**config.mk**
```make
export PLATFORM = sky130hd
export DESIGN_NAME = bram_read_streamer_flat
export DESIGN_NICKNAME = d
export VERILOG_FILES = /design/src/rtl/bram_read_streamer_if.sv /design/src/rtl/bram_read_streamer.sv /design/src/flat_wrapper.sv
export SDC_FILE = /design/constraint.sdc
export NUM_CORES = 1
export LEC_CHECK = 0
export ABC_AREA = 1
export BUFFER_PORTS_ARGS = -buffer_cell sky130_fd_sc_hd__buf_2
export CAP_MARGIN = 30
export CORE_MARGIN = 8
export CORE_UTILIZATION = 33
export CTS_CLUSTER_DIAMETER = 40
export DETAILED_ROUTE_END_ITERATION = 10
export GPL_TIMING_DRIVEN = 1
export PLACE_DENSITY = 0.53
export SETUP_SLACK_MARGIN = 0.02
export SYNTH_ARGS = -nofsm -noshare
export SYNTH_HDL_FRONTEND = slang
export SYNTH_SLANG_ARGS = --single-unit
export TNS_END_PERCENT = 30
```
**constraint.sdc**
```tcl
create_clock -name clk -period 5.6 [get_ports clk]
set_clock_uncertainty 0.05 [all_clocks]
set_input_delay 0.28 -clock clk [delete_from_list [all_inputs] [get_ports clk]]
set_output_delay 0.28 -clock clk [all_outputs]
set_load 0.03 [all_outputs]
```
**src/rtl/bram_read_streamer_if.sv**
```systemverilog
// Bundles the streamer's control, buffer read port and output stream.
// BRAM_STREAM_PERF_EN adds the stall_cnt counter output.
interface bram_read_streamer_if #(
   parameter int ADDR_WIDTH = 10,
   parameter int DATA_WIDTH = 16,
   parameter int LEN_WIDTH  = 11
);
   logic                  start;
   logic [ADDR_WIDTH-1:0] base_addr;
   logic [LEN_WIDTH-1:0]  length;
   logic                  busy;
   logic                  done;
   logic                  bram_rd_en;
   logic [ADDR_WIDTH-1:0] bram_rd_addr;
   logic [DATA_WIDTH-1:0] bram_rd_data;
   // Stream: a word moves on a cycle where m_valid and m_ready are both high;
   // m_data/m_last stay put while m_valid=1 and m_ready=0.
   logic                  m_valid;
   logic                  m_ready;
   logic [DATA_WIDTH-1:0] m_data;
   logic                  m_last;
   logic [1:0]            dbg_state;
`ifdef BRAM_STREAM_PERF_EN
   logic [15:0]           stall_cnt;
`endif

   modport master (
      input  start, base_addr, length, bram_rd_data, m_ready,
      output busy, done, bram_rd_en, bram_rd_addr, m_valid, m_data, m_last, dbg_state
`ifdef BRAM_STREAM_PERF_EN
      , output stall_cnt
`endif
   );

   modport slave (
      output start, base_addr, length, bram_rd_data, m_ready,
      input  busy, done, bram_rd_en, bram_rd_addr, m_valid, m_data, m_last, dbg_state
`ifdef BRAM_STREAM_PERF_EN
      , input stall_cnt
`endif
   );
endinterface

```
**src/rtl/bram_read_streamer.sv**
```systemverilog
// Burst reader: issues buffer reads and streams the words out through a 2-entry skid FIFO.
// Optional BRAM_STREAM_PERF_EN adds a saturating backpressure stall counter.
module bram_read_streamer #(
   parameter int ADDR_WIDTH = 10,
   parameter int DATA_WIDTH = 16,
   parameter int LEN_WIDTH  = 11
) (
   input  logic                 clk,
   input  logic                 rst,
   bram_read_streamer_if.master bus
);
   typedef enum logic [1:0] {IDLE = 2'd0, RUN = 2'd1, FLUSH = 2'd2} state_t;

   state_t                state_q, state_d;
   logic [ADDR_WIDTH-1:0] addr_q, addr_d;
   logic [LEN_WIDTH-1:0]  issue_cnt_q, issue_cnt_d;
   logic [LEN_WIDTH-1:0]  beat_cnt_q, beat_cnt_d;
   logic                  done_q, done_d;
   logic                  inflight_q;
   logic [DATA_WIDTH-1:0] fifo_q [2];
   logic                  wr_ptr_q, rd_ptr_q;
   logic [1:0]            count_q, count_d;

   logic       rd_en, push, pop, accept;
   logic [2:0] occupancy;

   always_comb begin
      state_d     = state_q;
      addr_d      = addr_q;
      issue_cnt_d = issue_cnt_q;
      beat_cnt_d  = beat_cnt_q;
      done_d      = 1'b0;
      push        = inflight_q;
      pop         = (count_q != 2'd0) && bus.m_ready;
      accept      = (state_q == IDLE) && bus.start;
      // Words already held or on their way, minus the one leaving now.
      occupancy   = {1'b0, count_q} + {2'b00, inflight_q} - {2'b00, pop};
      rd_en       = (state_q == RUN) && (issue_cnt_q != '0) && (occupancy < 3'd2);

      case (state_q)
         IDLE: begin
            if (bus.start) begin
               if (bus.length != '0) begin
                  state_d     = RUN;
                  addr_d      = bus.base_addr;
                  issue_cnt_d = bus.length;
                  beat_cnt_d  = bus.length;
               end else begin
                  done_d = 1'b1;
               end
            end
         end
         RUN: begin
            if (rd_en) begin
               addr_d      = addr_q + ADDR_WIDTH'(1);
               issue_cnt_d = issue_cnt_q - LEN_WIDTH'(1);
               if (issue_cnt_q == LEN_WIDTH'(1)) state_d = FLUSH;
            end
         end
         FLUSH: begin
            if (pop && beat_cnt_q == LEN_WIDTH'(1)) begin
               state_d = IDLE;
               done_d  = 1'b1;
            end
         end
         default: state_d = IDLE;
      endcase

      if (pop) beat_cnt_d = beat_cnt_q - LEN_WIDTH'(1);
      count_d = count_q + 2'(push) - 2'(pop);
   end

   always_ff @(posedge clk or posedge rst) begin
      if (rst) begin
         state_q     <= IDLE;
         addr_q      <= '0;
         issue_cnt_q <= '0;
         beat_cnt_q  <= '0;
         done_q      <= 1'b0;
         inflight_q  <= 1'b0;
         fifo_q[0]   <= '0;
         fifo_q[1]   <= '0;
         wr_ptr_q    <= 1'b0;
         rd_ptr_q    <= 1'b0;
         count_q     <= '0;
      end else begin
         state_q     <= state_d;
         addr_q      <= addr_d;
         issue_cnt_q <= issue_cnt_d;
         beat_cnt_q  <= beat_cnt_d;
         done_q      <= done_d;
         inflight_q  <= rd_en;
         count_q     <= count_d;
         if (push) begin
            fifo_q[wr_ptr_q] <= bus.bram_rd_data;
            wr_ptr_q         <= ~wr_ptr_q;
         end
         if (pop) rd_ptr_q <= ~rd_ptr_q;
      end
   end

   assign bus.busy         = (state_q != IDLE);
   assign bus.done         = done_q;
   assign bus.bram_rd_en   = rd_en;
   assign bus.bram_rd_addr = addr_q;
   assign bus.m_valid      = (count_q != 2'd0);
   assign bus.m_data       = fifo_q[rd_ptr_q];
   assign bus.m_last       = (count_q != 2'd0) && (beat_cnt_q == LEN_WIDTH'(1));
   assign bus.dbg_state    = state_q;

   // The issue rule keeps held + in-flight words at two or fewer.
   a_no_overflow: assert property (@(posedge clk) disable iff (rst)
      !(push && !pop && count_q == 2'd2));

`ifdef BRAM_STREAM_PERF_EN
   logic [15:0] stall_cnt_q;

   always_ff @(posedge clk or posedge rst) begin
      if (rst) begin
         stall_cnt_q <= '0;
      end else if (accept) begin
         stall_cnt_q <= '0;
      end else if ((state_q != IDLE) && (count_q != 2'd0) && !bus.m_ready &&
                   (stall_cnt_q != 16'hFFFF)) begin
         stall_cnt_q <= stall_cnt_q + 16'd1;
      end
   end

   assign bus.stall_cnt = stall_cnt_q;
`endif
endmodule

```
**src/flat_wrapper.sv**
```systemverilog
// flat-port wrapper written by rule: the top's interface ports become plain ports
module bram_read_streamer_flat 
#(
   parameter int ADDR_WIDTH = 10,
   parameter int DATA_WIDTH = 16,
   parameter int LEN_WIDTH  = 11
)
  (clk, rst, bus_start, bus_base_addr, bus_length, bus_bram_rd_data, bus_m_ready, bus_busy, bus_done, bus_bram_rd_en, bus_bram_rd_addr, bus_m_valid, bus_m_data, bus_m_last, bus_dbg_state);
  bram_read_streamer_if #(.ADDR_WIDTH(ADDR_WIDTH), .DATA_WIDTH(DATA_WIDTH), .LEN_WIDTH(LEN_WIDTH)) bus_i ();
  input  logic clk;
  input  logic rst;
  input wire logic [$bits(bus_i.start)-1:0] bus_start;
  input wire logic [$bits(bus_i.base_addr)-1:0] bus_base_addr;
  input wire logic [$bits(bus_i.length)-1:0] bus_length;
  input wire logic [$bits(bus_i.bram_rd_data)-1:0] bus_bram_rd_data;
  input wire logic [$bits(bus_i.m_ready)-1:0] bus_m_ready;
  output wire logic [$bits(bus_i.busy)-1:0] bus_busy;
  output wire logic [$bits(bus_i.done)-1:0] bus_done;
  output wire logic [$bits(bus_i.bram_rd_en)-1:0] bus_bram_rd_en;
  output wire logic [$bits(bus_i.bram_rd_addr)-1:0] bus_bram_rd_addr;
  output wire logic [$bits(bus_i.m_valid)-1:0] bus_m_valid;
  output wire logic [$bits(bus_i.m_data)-1:0] bus_m_data;
  output wire logic [$bits(bus_i.m_last)-1:0] bus_m_last;
  output wire logic [$bits(bus_i.dbg_state)-1:0] bus_dbg_state;
  assign bus_i.start = bus_start;
  assign bus_i.base_addr = bus_base_addr;
  assign bus_i.length = bus_length;
  assign bus_i.bram_rd_data = bus_bram_rd_data;
  assign bus_i.m_ready = bus_m_ready;
  assign bus_busy = bus_i.busy;
  assign bus_done = bus_i.done;
  assign bus_bram_rd_en = bus_i.bram_rd_en;
  assign bus_bram_rd_addr = bus_i.bram_rd_addr;
  assign bus_m_valid = bus_i.m_valid;
  assign bus_m_data = bus_i.m_data;
  assign bus_m_last = bus_i.m_last;
  assign bus_dbg_state = bus_i.dbg_state;
  bram_read_streamer #(.ADDR_WIDTH(ADDR_WIDTH), .DATA_WIDTH(DATA_WIDTH), .LEN_WIDTH(LEN_WIDTH)) u_core (.clk(clk), .rst(rst), .bus(bus_i));
endmodule
```
* Word-level counts from Yosys, hierarchy flattened
Index checks and enable logic that the tools add are counted.
** Operators by class
- $add $sub $neg :: 7
- $lt $le $gt $ge :: 4
- Equality and inequality tests :: 9
- Multiplexer cells :: 26
- Bitwise logic cells :: 4
- Reductions and logical operators :: 18
** Operators with widths (number)
- 2-to-1 mux 16 bit :: 4
- 2-to-1 mux 11 bit :: 5
- bitwise mux 32 bit :: 1
- 2-to-1 mux 10 bit :: 3
- == test 11 x 1 -> 1 bit (second input constant) :: 2
- case mux 11 bit (2 select lines) :: 1
- nonzero test 11 bit :: 2
- subtractor 11 x 1 -> 11 bit (second input constant) :: 2
- case mux 10 bit (2 select lines) :: 1
- demux 16 bit (select 1 bit) :: 1
- nonzero test 2 bit :: 6
- adder 10 x 1 -> 10 bit (second input constant) :: 1
- 2-to-1 mux 2 bit :: 5
- logical AND 1 bit :: 6
- inequality test 2 bit (second input constant) :: 3
- case mux 2 bit (3 select lines) :: 1
- AND reduction 5 bit :: 1
- >= comparator 2 bit (second input constant) :: 2
- inequality test 2 x 1 -> 1 bit (second input constant) :: 2
- inverter 1 -> 2 bit :: 2
- AND reduction 4 bit :: 1
- adder 2 x 1 -> 3 bit :: 1
- < comparator 3 x 2 -> 1 bit (second input constant) :: 1
- 2-to-1 mux 1 bit :: 3
- other kinds (10) :: 11
** Word-level totals
- Register bits after elaboration :: 72
- Output and inout bits :: 33
- Logic and storage cells :: 79

* Depth between registers and ports, before layout
- Depth after elaboration :: 7
- Gate-level depth with buffers :: 18
- Depth with buffers taken out :: 16

* Worst setup path before layout
OpenSTA, ideal clock, no wires.
- Kind :: reg2reg
- Start point :: reg u_core.count_q[1]
- End point :: reg u_core.addr_q[3], in the netlist u_core.bus.bram_rd_addr[3]
- Library setup time :: 117 ps
- Data arrival time :: 2482 ps
- Setup slack :: 2950 ps
- Cell stages (with the launch flop) :: 17
- Path buffers :: 2
- Cell sequence :: dfrtp_1 -> nor2_1 -> nor2_1 -> clkbuf_1 -> nand2_1 -> nand2_1 -> ha_1 -> fa_1 -> inv_1 -> nand2_1 -> nor2_1 -> nand2_1 -> nand2_1 -> nand3_2 -> buf_4 -> nand2_1 -> nand2_1
** On the way
- Word-level cells in the longest chain between the ends :: 7
- Elaborated cells between the ends (all ways) :: 8
- Classes of those cells :: 2 x add/sub; 1 x order compare; 1 x eq/ne; 4 x reduce/logical
** RTL lines
- from (decl) :: RTL line bram_read_streamer.sv:22 : logic [1:0] count_q, count_d;
- from (signal assigned) :: RTL line bram_read_streamer.sv:93 : count_q <= count_d;
- parallel branches: the longest is 2 deep, another holds adder 2 x 1 -> 3 bit
- subtractor 3 x 1 -> 3 bit (*) :: RTL line bram_read_streamer.sv:37 : occupancy = {1'b0, count_q} + {2'b00, inflight_q} - {2'b00, pop};
- < comparator 3 x 2 -> 1 bit (*) :: RTL line bram_read_streamer.sv:38 : rd_en = (state_q == RUN) && (issue_cnt_q != '0) && (occupancy < 3'd2);
- logical AND 1 bit (*) :: RTL line bram_read_streamer.sv:38
- inequality test 2 x 1 -> 1 bit (no source line) (*)
- AND reduction 4 bit (no source line) (*)
- to (signal assigned) :: RTL line bram_read_streamer.sv:88 : addr_q <= addr_d;
- to (decl) :: RTL line bram_read_streamer.sv:15 : logic [ADDR_WIDTH-1:0] addr_q, addr_d;
Mark *: on every way between the ends.
A chain may end at the register's enable or synchronous reset.

* Final worst setup path
- Start point :: reg u_core.count_q[1]
- End point :: reg u_core.issue_cnt_q[4]
** On the way
- Word-level cells in the longest chain between the ends :: 7
- Elaborated cells between the ends (all ways) :: 8
- Classes of those cells :: 2 x add/sub; 1 x order compare; 1 x eq/ne; 4 x reduce/logical
** RTL lines
- parallel branches: the longest is 2 deep, another holds adder 2 x 1 -> 3 bit
- subtractor 3 x 1 -> 3 bit (*) :: RTL line bram_read_streamer.sv:37
- < comparator 3 x 2 -> 1 bit (*) :: RTL line bram_read_streamer.sv:38
- logical AND 1 bit (*) :: RTL line bram_read_streamer.sv:38
- inequality test 2 x 1 -> 1 bit (no source line) (*)
- AND reduction 4 bit (no source line) (*)
- to (signal assigned) :: RTL line bram_read_streamer.sv:89 : issue_cnt_q <= issue_cnt_d;
- to (decl) :: RTL line bram_read_streamer.sv:16 : logic [LEN_WIDTH-1:0] issue_cnt_q, issue_cnt_d;
Marked as above.

==> run summary <==
Rows -> 40
Critical path startpoint category -> flop
Maximum operating frequency -> 270.5 MHz
WL/cell -> 13.20 um
Seq pwr share -> 30.6%
FF+latch count, synth -> 72
Initial Utilization -> 33.63%
Antenna diodes -> 0
YS warnings -> 0
DRC -> 0
Pre-antenna DRT Iters -> 4
Yosys cell types -> 30
Crit path max-delay cell type -> nor2_1
CTS Buf Count -> 9
RSZ-0062 raised after global routing -> false
Worst-Skew Late Latency -> 330 ps
Pwr Density -> 680.2 nW/um^2
Number of antenna violations at the first check in global routing -> 0
# placed instances -> 772
CTS root buffer -> clkbuf_16
Area Growth Syn to Fin -> 20.22%
Setup_tns -> 0 ps
Pre-CTS setup slack -> 1939 ps
CTS Sinks -> 72
IO buf count -> 73
Leak -> 2.659 nW
Final #Nets -> 686
Clock power frac -> 18.7%
Core area -> 11,960 um^2
Setup bufs post-CTS -> 0
Syn Inst Count -> 570
Cells along the critical path -> nor2_1 > nor2_1 > inv_1 > nand2_1 > nand2_1 > ha_1 > fa_1 > inv_1 > nand2_1 > nor2_1 > nand2_1 > nand2_1 > nand3_2 > o21ai_0
Die height -> 126.4 um
Synthesized net count -> 619
Combinational share of power -> 50.7%
Cell repeated most along the worst path -> nand2_1
Global placement routability congestion -> 0.8270
Nature of the critical path endpoint -> flop
Overflow after GRT -> 0
1st-iter DRT viols -> 244
Reg clk slew, reported paths -> 60 ps
Slew Limit Fails -> 0
VDD IR max -> 0.2192 mV
Design Area, Final -> 4836 um^2
Pint -> 0.001698 W
Placed wire-length estimate -> 7.360 mm
NetSw -> 0.001591 W
Ports -> 74
# setup viols final -> 0
Hold WS -> -19.32 ps
Worst-margin pin slew -> 927.9 ps
Vias in the first global route -> 3,739
Period utilisation layout -> 66.03%
CP bufs+invs -> 2
Via density -> 4.644
Max_slew headroom -> 37.99%
DIE AREA -> 15,980 um^2
Post-Syn Area per Cell -> 7.057 um^2
Gr usage total -> 13.77%
Die width -> 126.4 um
Ratio of cells with drive above 1 in the final layout -> 16.67%
Post-DRT Antenna Nets -> 0
# H-tree levels -> 3
Clk buf depth -> 2
Mapped Area -> 4023 um^2
Sequential area share after synthesis -> 44.79%
Critical Path AT -> 3890 ps
Status -> finished, violations left
Final hold violation count -> 32
TritonCTS clock tree -> done
Worst-path fanout max -> 26
Switching Fraction -> 48.37%
Hold/Removal Path Class -> in2async
Max Cap Violations -> 0
Worst EP required -> 5790 ps
Final min period -> 3697 ps
Placed instance area -> 4493 um^2
Final setup margin -> 1903 ps
First-pass GRT wire length -> 18.06 mm
Hold_buf cts -> 0
Via count -> 3,664
Violated checks -> negative hold slack
Final wirelength -> 10.42 mm
Largest net degree at the start of global routing -> 73
PostCTS Resize Cnt -> 0
Crit-path leading delay family -> simple AND/OR/NAND/NOR gates
Finished Layout Cells -> 789
Crit Path Category -> reg2reg
CP max stage delay -> 660 ps
[power by group through the flow]
stage               Sequential, W  Combinational [W]  Clock [W]
floorplan                 0.00102            0.00126          0
global placement          0.00101            0.00166          0
detailed placement        0.00101            0.00169          0
CTS                       0.00100            0.00169   0.000639
global route              0.00105            0.00192   0.000664
finish                    0.00101            0.00167   0.000616
[stage by stage]
stage | hold WS [ps] | utilization [%] | total power (W)
CTS | 149.6 | 40.26 | 0.003336
detailed placement | 422.9 | 37.56 | 0.002702
global placement | 416.2 | 37.56 | 0.002670
finish | -19.32 | 40.43 | 0.003289
floorplan | 362.9 | - | 0.002281
global route | 8.878 | 40.43 | 0.003627
[Yosys cell counts (all sizes together)]
| master | number | area, um^2 |
|---|---|---|
| nand3b | 1 | 11.26 |
| o211ai | 4 | 30.03 |
| nand2 | 245 | 922.1 |
| or2 | 8 | 50.05 |
| nor3 | 5 | 25.02 |
| o21ai | 52 | 260.3 |
| nor2 | 44 | 182.7 |
| inv | 57 | 214.0 |
| clkbuf | 16 | 60.06 |
| ha | 7 | 87.58 |
| mux2i | 2 | 20.02 |
| a21o | 1 | 7.510 |
| a21oi | 5 | 25.02 |
| fa | 1 | 20.02 |
| dfrtp | 72 | 1802 |
| a31o | 1 | 8.760 |
| xor2 | 5 | 43.79 |
| o22ai | 1 | 6.260 |
| nor4 | 1 | 6.260 |
| buf | 3 | 26.27 |
| nand4 | 5 | 31.28 |
| nand3 | 32 | 165.2 |
| xnor2 | 2 | 17.52 |
[cell usage in the layout (no fill, tap or decap)]
cell type and instances:
nor2_4 2, nor4_1 1, mux2i_1 2, nand3_2 1, nand3_1 31, nor3_1 5
xnor2_1 2, xor2_1 5, o21ai_0 48, ha_1 7, a21oi_1 5, a21o_1 1
clkinvlp_4 1, inv_1 55, o22ai_1 1, clkbuf_16 9, fa_1 1, buf_2 73
buf_4 1, nand3b_2 1, inv_2 2, a31o_2 1, nand4_1 5, or2_2 8
nor2_1 41, o21ai_1 4, buf_12 1, clkinv_4 3, bufinv_16 2, clkbuf_1 1
nand2_1 244, nor2_2 1, nand2_2 1, o211ai_1 4, dfrtp_1 72
[per-layer routing]
metal	vias to the layer above	track usage [%]	wire length [um]
met5	-	0	0
met4	0	3.751	116
met3	11	5.069	661
met2	75	21.92	4694
met1	1663	17.15	4945
li1	1915	-	-
[layout make-up]
type | count | area [um^2]
well taps | 147 | 183.9
clock inverters | 6 | 93.84
repair buffers | 75 | 392.9
multi-input cells | 422 | 1921
clock buffers | 10 | 229.0
inverters | 57 | 214.0
fillers | 1279 | 7126
flip-flops and latches | 72 | 1802
[logic make-up after synthesis]
family	Yosys count	synth area share [%]
compound gates	64	8.398
fa+ha+maj	8	2.675
buf+inv	76	7.465
flops	72	44.79
simple gates	341	34.65
xor+xnor	7	1.524
mux	2	0.4977
[worst register-to-register path, cell delays in order, from the launching register on]
cell     delay (ps)
dfrtp_1         380
nor2_1           80
nor2_1          660
inv_1           380
nand2_1         130
nand2_1          60
ha_1            190
fa_1            460
inv_1            70
nand2_1          50
nor2_1          120
nand2_1          70
nand2_1         120
nand3_2         460
o21ai_0         320
[final timing paths]
path	start	endpoint	slack [ps]	cells after the start
setup / recovery	u_core.count_q[1]	u_core.issue_cnt_q[4]	1900	14
hold / removal	rst	u_core.fifo_q[4]	-20	3
setup reg to reg	u_core.count_q[1]	u_core.issue_cnt_q[4]	1900	14
hold reg to reg	u_core.fifo_q[5]	u_core.fifo_q[5]	430	2
max in group asynchronous	rst	u_core.beat_cnt_q[1]	4950	4
min in group clk	bus_bram_rd_data[2]	u_core.fifo_q[18]	170	3
[sequential cells by signal (all words and copies together), names as in the netlist]
name	flops
u_core.bus.done	1
u_core.fifo_q	32
u_core.bus.bram_rd_addr	10
u_core.beat_cnt_q	11
u_core.count_q	2
u_core.wr_ptr_q	1
u_core.issue_cnt_q	11
u_core.rd_ptr_q	1
u_core.inflight_q	1
u_core.bus.dbg_state	2
Note: power is estimated with default switching activity, not from simulation.
